<file path="src/rtl/microwave_time_entry_if.sv">
// Parallel-load / enable / zero link between the time-entry front end and the countdown counter.
interface microwave_time_entry_if;
   logic [3:0] uni_sec;
   logic [3:0] dez_sec;
   logic [3:0] min;
   logic       load;
   logic       enable;
   logic       zero;

   modport master (output uni_sec, dez_sec, min, load, enable, input zero);
   modport slave  (input uni_sec, dez_sec, min, load, enable, output zero);
endinterface

</file>
<file path="src/rtl/microwave_time_entry.sv">
// Microwave keypad time entry: shifts M:SS digits, validates START, loads and enables the countdown.
// Optional macro QUICK_START_EN: START in IDLE/DONE loads 0:30 and starts cooking.
module microwave_time_entry #(
   parameter int unsigned DONE_CYCLES = 4,
   parameter int unsigned KEY_W       = 4
) (
   input  logic                      clk,
   input  logic                      clear,
   input  logic                      key_valid,
   input  logic [KEY_W-1:0]          key_code,
   microwave_time_entry_if.master    ctr,
   output logic                      done,
   output logic                      err,
   output logic [1:0]                digit_cnt
);

   localparam int unsigned DIG_W  = 4;
   localparam int unsigned CNT_W  = 2;
   localparam int unsigned HOLD_W = 4;

   localparam logic [KEY_W-1:0]  KEY_LAST_DIGIT = KEY_W'(9);
   localparam logic [KEY_W-1:0]  KEY_START      = KEY_W'(10);
   localparam logic [KEY_W-1:0]  KEY_CANCEL     = KEY_W'(11);
   localparam logic [CNT_W-1:0]  CNT_MAX        = CNT_W'(3);
   localparam logic [HOLD_W-1:0] HOLD_LAST      = HOLD_W'(DONE_CYCLES - 1);

   typedef enum logic [2:0] {
      S_IDLE,
      S_ENTRY,
      S_LOAD,
      S_RUN,
      S_DONE
   } state_t;

   state_t             state_q, state_d;
   logic [DIG_W-1:0]   uni_q, uni_d;
   logic [DIG_W-1:0]   dez_q, dez_d;
   logic [DIG_W-1:0]   min_q, min_d;
   logic               load_q, load_d;
   logic               enable_q, enable_d;
   logic               done_q, done_d;
   logic               err_q, err_d;
   logic [CNT_W-1:0]   cnt_q, cnt_d;
   logic [HOLD_W-1:0]  hold_q, hold_d;

   logic               is_digit_c;
   logic               is_start_c;
   logic               is_cancel_c;
   logic [DIG_W-1:0]   key_digit_c;

   assign is_digit_c  = key_valid && (key_code <= KEY_LAST_DIGIT);
   assign is_start_c  = key_valid && (key_code == KEY_START);
   assign is_cancel_c = key_valid && (key_code == KEY_CANCEL);
   assign key_digit_c = DIG_W'(key_code);

   // State and all outputs registered together; clear aborts anything in flight.
   always_ff @(posedge clk or posedge clear) begin
      if (clear) begin
         state_q  <= S_IDLE;
         uni_q    <= '0;
         dez_q    <= '0;
         min_q    <= '0;
         load_q   <= 1'b0;
         enable_q <= 1'b0;
         done_q   <= 1'b0;
         err_q    <= 1'b0;
         cnt_q    <= '0;
         hold_q   <= '0;
      end else begin
         state_q  <= state_d;
         uni_q    <= uni_d;
         dez_q    <= dez_d;
         min_q    <= min_d;
         load_q   <= load_d;
         enable_q <= enable_d;
         done_q   <= done_d;
         err_q    <= err_d;
         cnt_q    <= cnt_d;
         hold_q   <= hold_d;
      end
   end

   // Next state and next output values; pulses default low, digits hold.
   always_comb begin
      state_d  = state_q;
      uni_d    = uni_q;
      dez_d    = dez_q;
      min_d    = min_q;
      load_d   = 1'b0;
      enable_d = 1'b0;
      done_d   = 1'b0;
      err_d    = 1'b0;
      cnt_d    = cnt_q;
      hold_d   = hold_q;

      unique case (state_q)
         S_IDLE: begin
            if (is_digit_c) begin
               uni_d   = key_digit_c;
               dez_d   = '0;
               min_d   = '0;
               cnt_d   = CNT_W'(1);
               state_d = S_ENTRY;
            end
`ifdef QUICK_START_EN
            else if (is_start_c) begin
               uni_d   = '0;
               dez_d   = DIG_W'(3);
               min_d   = '0;
               cnt_d   = '0;
               state_d = S_LOAD;
            end
`endif
         end

         S_ENTRY: begin
            if (is_digit_c) begin
               min_d = dez_q;
               dez_d = uni_q;
               uni_d = key_digit_c;
               cnt_d = (cnt_q == CNT_MAX) ? CNT_MAX : cnt_q + CNT_W'(1);
            end else if (is_cancel_c) begin
               uni_d   = '0;
               dez_d   = '0;
               min_d   = '0;
               cnt_d   = '0;
               state_d = S_IDLE;
            end else if (is_start_c) begin
               if ((dez_q > DIG_W'(5)) || ({min_q, dez_q, uni_q} == '0)) begin
                  err_d = 1'b1;
               end else begin
                  state_d = S_LOAD;
               end
            end
         end

         S_LOAD: begin
            load_d  = 1'b1;
            state_d = S_RUN;
         end

         // enable_q is still low on the first RUN cycle, which masks the settling zero flag.
         S_RUN: begin
            if (is_cancel_c) begin
               uni_d   = '0;
               dez_d   = '0;
               min_d   = '0;
               cnt_d   = '0;
               state_d = S_IDLE;
            end else if (enable_q && ctr.zero) begin
               done_d  = 1'b1;
               hold_d  = '0;
               state_d = S_DONE;
            end else begin
               enable_d = 1'b1;
            end
         end

         S_DONE: begin
            if (is_digit_c) begin
               uni_d   = key_digit_c;
               dez_d   = '0;
               min_d   = '0;
               cnt_d   = CNT_W'(1);
               state_d = S_ENTRY;
            end else if (is_cancel_c) begin
               uni_d   = '0;
               dez_d   = '0;
               min_d   = '0;
               cnt_d   = '0;
               state_d = S_IDLE;
            end
`ifdef QUICK_START_EN
            else if (is_start_c) begin
               uni_d   = '0;
               dez_d   = DIG_W'(3);
               min_d   = '0;
               cnt_d   = '0;
               state_d = S_LOAD;
            end
`endif
            else if (hold_q == HOLD_LAST) begin
               uni_d   = '0;
               dez_d   = '0;
               min_d   = '0;
               cnt_d   = '0;
               state_d = S_IDLE;
            end else begin
               done_d = 1'b1;
               hold_d = hold_q + HOLD_W'(1);
            end
         end

         default: begin
            state_d = S_IDLE;
         end
      endcase
   end

   assign ctr.uni_sec = uni_q;
   assign ctr.dez_sec = dez_q;
   assign ctr.min     = min_q;
   assign ctr.load    = load_q;
   assign ctr.enable  = enable_q;
   assign done        = done_q;
   assign err         = err_q;
   assign digit_cnt   = cnt_q;

endmodule

</file>
<file path="src/flat_wrapper.sv">
// flat-port wrapper written by rule: the top's interface ports become plain ports
module microwave_time_entry_flat 
#(
   parameter int unsigned DONE_CYCLES = 4,
   parameter int unsigned KEY_W       = 4
)
  (clk, clear, key_valid, key_code, done, err, digit_cnt, ctr_uni_sec, ctr_dez_sec, ctr_min, ctr_load, ctr_enable, ctr_zero);
  microwave_time_entry_if ctr_i ();
  input  logic clk;
  input  logic clear;
  input  logic key_valid;
  input  logic [KEY_W-1:0] key_code;
  output logic done;
  output logic err;
  output logic [1:0] digit_cnt;
  output wire logic [$bits(ctr_i.uni_sec)-1:0] ctr_uni_sec;
  output wire logic [$bits(ctr_i.dez_sec)-1:0] ctr_dez_sec;
  output wire logic [$bits(ctr_i.min)-1:0] ctr_min;
  output wire logic [$bits(ctr_i.load)-1:0] ctr_load;
  output wire logic [$bits(ctr_i.enable)-1:0] ctr_enable;
  input wire logic [$bits(ctr_i.zero)-1:0] ctr_zero;
  assign ctr_uni_sec = ctr_i.uni_sec;
  assign ctr_dez_sec = ctr_i.dez_sec;
  assign ctr_min = ctr_i.min;
  assign ctr_load = ctr_i.load;
  assign ctr_enable = ctr_i.enable;
  assign ctr_i.zero = ctr_zero;
  microwave_time_entry #(.DONE_CYCLES(DONE_CYCLES), .KEY_W(KEY_W)) u_core (.clk(clk), .clear(clear), .key_valid(key_valid), .key_code(key_code), .ctr(ctr_i), .done(done), .err(err), .digit_cnt(digit_cnt));
endmodule
</file>
<file path="config.mk">
export PLATFORM = sky130hd
export DESIGN_NAME = microwave_time_entry_flat
export DESIGN_NICKNAME = d
export VERILOG_FILES = /design/src/rtl/microwave_time_entry_if.sv /design/src/rtl/microwave_time_entry.sv /design/src/flat_wrapper.sv
export SDC_FILE = /design/constraint.sdc
export NUM_CORES = 1
export LEC_CHECK = 0
export ABC_AREA = 1
export BUFFER_PORTS_ARGS = -buffer_cell sky130_fd_sc_hd__buf_2
export CORE_UTILIZATION = 50
export DETAILED_ROUTE_END_ITERATION = 10
export PLACE_DENSITY = 0.75
export RECOVER_POWER = 100
export REMOVE_ABC_BUFFERS = 1
export SYNTH_ARGS = -nofsm -noshare
export SYNTH_HDL_FRONTEND = slang
export SYNTH_SLANG_ARGS = --single-unit
export TNS_END_PERCENT = 5
</file>
<file path="constraint.sdc">
create_clock -name clk -period 1.5 [get_ports clk]
set_clock_uncertainty 0.15 [all_clocks]
set_input_delay 0.3 -clock clk [delete_from_list [all_inputs] [get_ports clk]]
set_output_delay 0.3 -clock clk [all_outputs]
set_load 0.01 [all_outputs]
</file>
==> results.cfg <==
[clock_network]
cts.sinks = 25
cts_max_level = 1
path_clk_slew_ps = 130
root_buffer = clkbuf_4
clk_latency_ps = 330
cts_tree = done
numCtsBuffers = 3
cts_max_path_buffers = 2

[floorplanning]
die-width_um = 57.1
initial_utilization = 0.537
num_rows = 19
io_pins = 26
core_sq_mm = 0.00283
die-height_um = 57.1
die_area_sq_mm = 0.00326

[logic_synthesis]
ys.flop_type = dfrtp_1
netlist_area_sq_mm = 0.00152
ys_seq_area_frac = 0.412
async_reset_ff_frac = 1.00
synth.most_common_cell = nand2_1
yosys-top-cells-count = nand2_1, nand3_1, dfrtp_1, inv_1, nor2_1
syn_avg_cell_area_sq_um = 7.34
synth_top_area_frac = 0.412
synthTopCellsByArea = dfrtp_1, nand2_1, nand3_1
yosysTopAreaCell = dfrtp_1
synth-edff-count = 0
ys_seq_elements = 25
yosys_warnings = 0
synth_cells = 207
ys_types = 27

[routing]
detailedRoute.firstPassIterationCount = 4
drc = 0
num_vias = 1521
wl_um = 3620
vias_per_cell = 5.07
drtIter0Drc = 58
wl_per_cell_um = 12.1
ant_nets = 0

[timing]
fin_crit_ps = 1580
setup_slack_ps = -80.8
timing.final.hold_violations = 0
worst_pin_slew_ps = 602
rsz0062_at_grt = yes
fmax_mhz = 633
slew_headroom = 0.599
setup_tns_ps = -977
setup_viol = 18
finalCritPeriodShare = 1.05
slew_violations = 0

[pwr]
clkPwrFrac = 0.089
power_frac_comb = 0.585
power.switching_mw = 1.59
power_density_mw_per_mm2 = 1690
finalPower_mw = 3.53
intPower_mw = 1.94
seqPwrFrac = 0.326
peakVddDrop_mv = 0.774
netSwitchingFraction = 0.450
p_leak_nw = 1.18

[outcome]
outcome = complete, but fails checks
violations = setup timing

[run]
max_cap_viol_count = 0

[critical_path]
path_max_fanout = 8
crit_type = flip-flop to flip-flop
end_kind = flip-flop
max_stage_delay_ps = 380
crit_slowest_cell = dfrtp_1
arrival_ps = 1650
cp-start-kind = flip-flop
worstPathRequired_ps = 1570
path_cells = ha_2 -> nand2_2 -> nor2_4 -> nor2_2 -> nand3_2 -> nand3_4 -> buf_6 -> nand2_2 -> nand3_2

[placement]
portBuffers = 25
gp_congestion = 0.816
dp_hpwl_um = 2700

[worst_hold_path]
hp-class = input port to flip-flop

[global_routing]
overflow = 0
grt_pass1_wl_um = 5920
grt_antenna_before_repair = 0
grt_max_degree = 26
track_usage = 0.236
grt_pass1_vias = 1401

[finish]
diodes = 0
area_delta_synth_final_pct = 37.1
drive_above_1_share = 0.383
fin_nets = 279
[worst paths after layout]
kind	slack, ps	end	from	cells past startpoint
setup / recovery	-80	u_core.ctr.dez_sec[1]$_DFFE_PP0P_	u_core.hold_q[0]$_DFFE_PP0P_	9
hold / removal	130	u_core.ctr.uni_sec[1]$_DFFE_PP0P_	key_code[1]	4
setup reg to reg	-80	u_core.ctr.dez_sec[1]$_DFFE_PP0P_	u_core.hold_q[0]$_DFFE_PP0P_	9
hold reg to reg	400	u_core.ctr.min[2]$_DFFE_PP0P_	u_core.ctr.min[2]$_DFFE_PP0P_	2
max in group asynchronous	280	u_core.state_q[1]$_DFFE_PP0P_	clear	4
min in group asynchronous	490	u_core.done$_DFF_PP0_	clear	4
[logic make-up (layout without fill, tap and decap cells)]
family | Yosys count | in the layout | synth area share
AOI/OAI and AO/OA | 24 | 24 | 0.115
buffers and inverters | 34 | 96 | 0.0947
and+or+nand+nor | 121 | 121 | 0.359
xor gates and xnor gates | 2 | 2 | 0.0115
DFF | 25 | 25 | 0.412
adders and majority gates | 1 | 1 | 0.00823
[state kept, by name (all words and copies together), names as in the netlist, 2 cells and up]
signal / flops
u_core.ctr.dez_sec: 4
u_core.ctr.min: 4
u_core.ctr.uni_sec: 4
u_core.hold_q: 4
u_core.state_q: 3
u_core.digit_cnt: 2
[cell usage in the layout (no fill, tap or decap), types with 4 or more instances in the layout]
master / count
o21bai_1: 4
nand3_1: 25
nand2_1: 54
buf_2: 25
nand3_2: 6
inv_1: 25
nand2_2: 8
dfrtp_1: 22
nor2_1: 16
nor2_4: 4
o21ai_0: 6
o211ai_1: 6
buf_4: 32
[power groups by stage]
| stage | Clock, mW | Combinational, mW | Sequential, mW |
|---|---|---|---|
| floorplan | 0 | 0.975 | 1.19 |
| global placement | 0 | 1.76 | 1.13 |
| detailed placement | 0 | 1.79 | 1.14 |
| CTS | 0.315 | 1.92 | 1.13 |
| global route | 0.334 | 2.28 | 1.18 |
| finish | 0.313 | 2.07 | 1.15 |
[layout make-up]
type | count | area [sq um]
clock buffer | 4 | 26.3
fill | 206 | 744
inverter | 30 | 120
multi-input combinational | 148 | 856
sequential | 25 | 629
tap | 31 | 38.8
timing repair buffer | 62 | 414
[metal layers]
metal / track usage / up-vias / wire [um]
li1: - / 788 / -
met5: 0 / - / 0
met2: 0.403 / 39 / 1810
met1: 0.297 / 685 / 1620
met3: 0.0408 / 9 / 126
met4: 0.0976 / 0 / 62
[repair_timing]
action | in CTS | in global routing
hold buffers | 1 | 0
pin swaps | 10 | 7
buffers inserted | 1 | 1
endpoints found under the hold margin | 25 | 0
resized for setup | 17 | 18
endpoints found under the setup margin | 20 | 23
[worst max-delay path: cells and delay by family (launching register included)]
family | cells | cell delay [ps]
simple gates | 7 | 570
flops | 1 | 380
fa+ha+maj | 1 | 200
buf+inv | 1 | 170
[stage by stage]
| stage | utilization | cell area (sq um) | hold WS (ps) | std cells | setup slack (ps) |
|---|---|---|---|---|---|
| finish | 0.737 | 2080 | 128 | 300 | -80.8 |
| global route | 0.737 | 2080 | 137 | 300 | -169 |
| CTS | 0.712 | 2010 | 130 | 299 | -90.5 |
| detailed placement | 0.675 | 1910 | 216 | 293 | -119 |
| global placement | 0.675 | 1910 | 214 | 293 | -71.6 |
| floorplan | - | 1490 | 177 | 203 | -251 |
(Power assumes the default switching activity.)
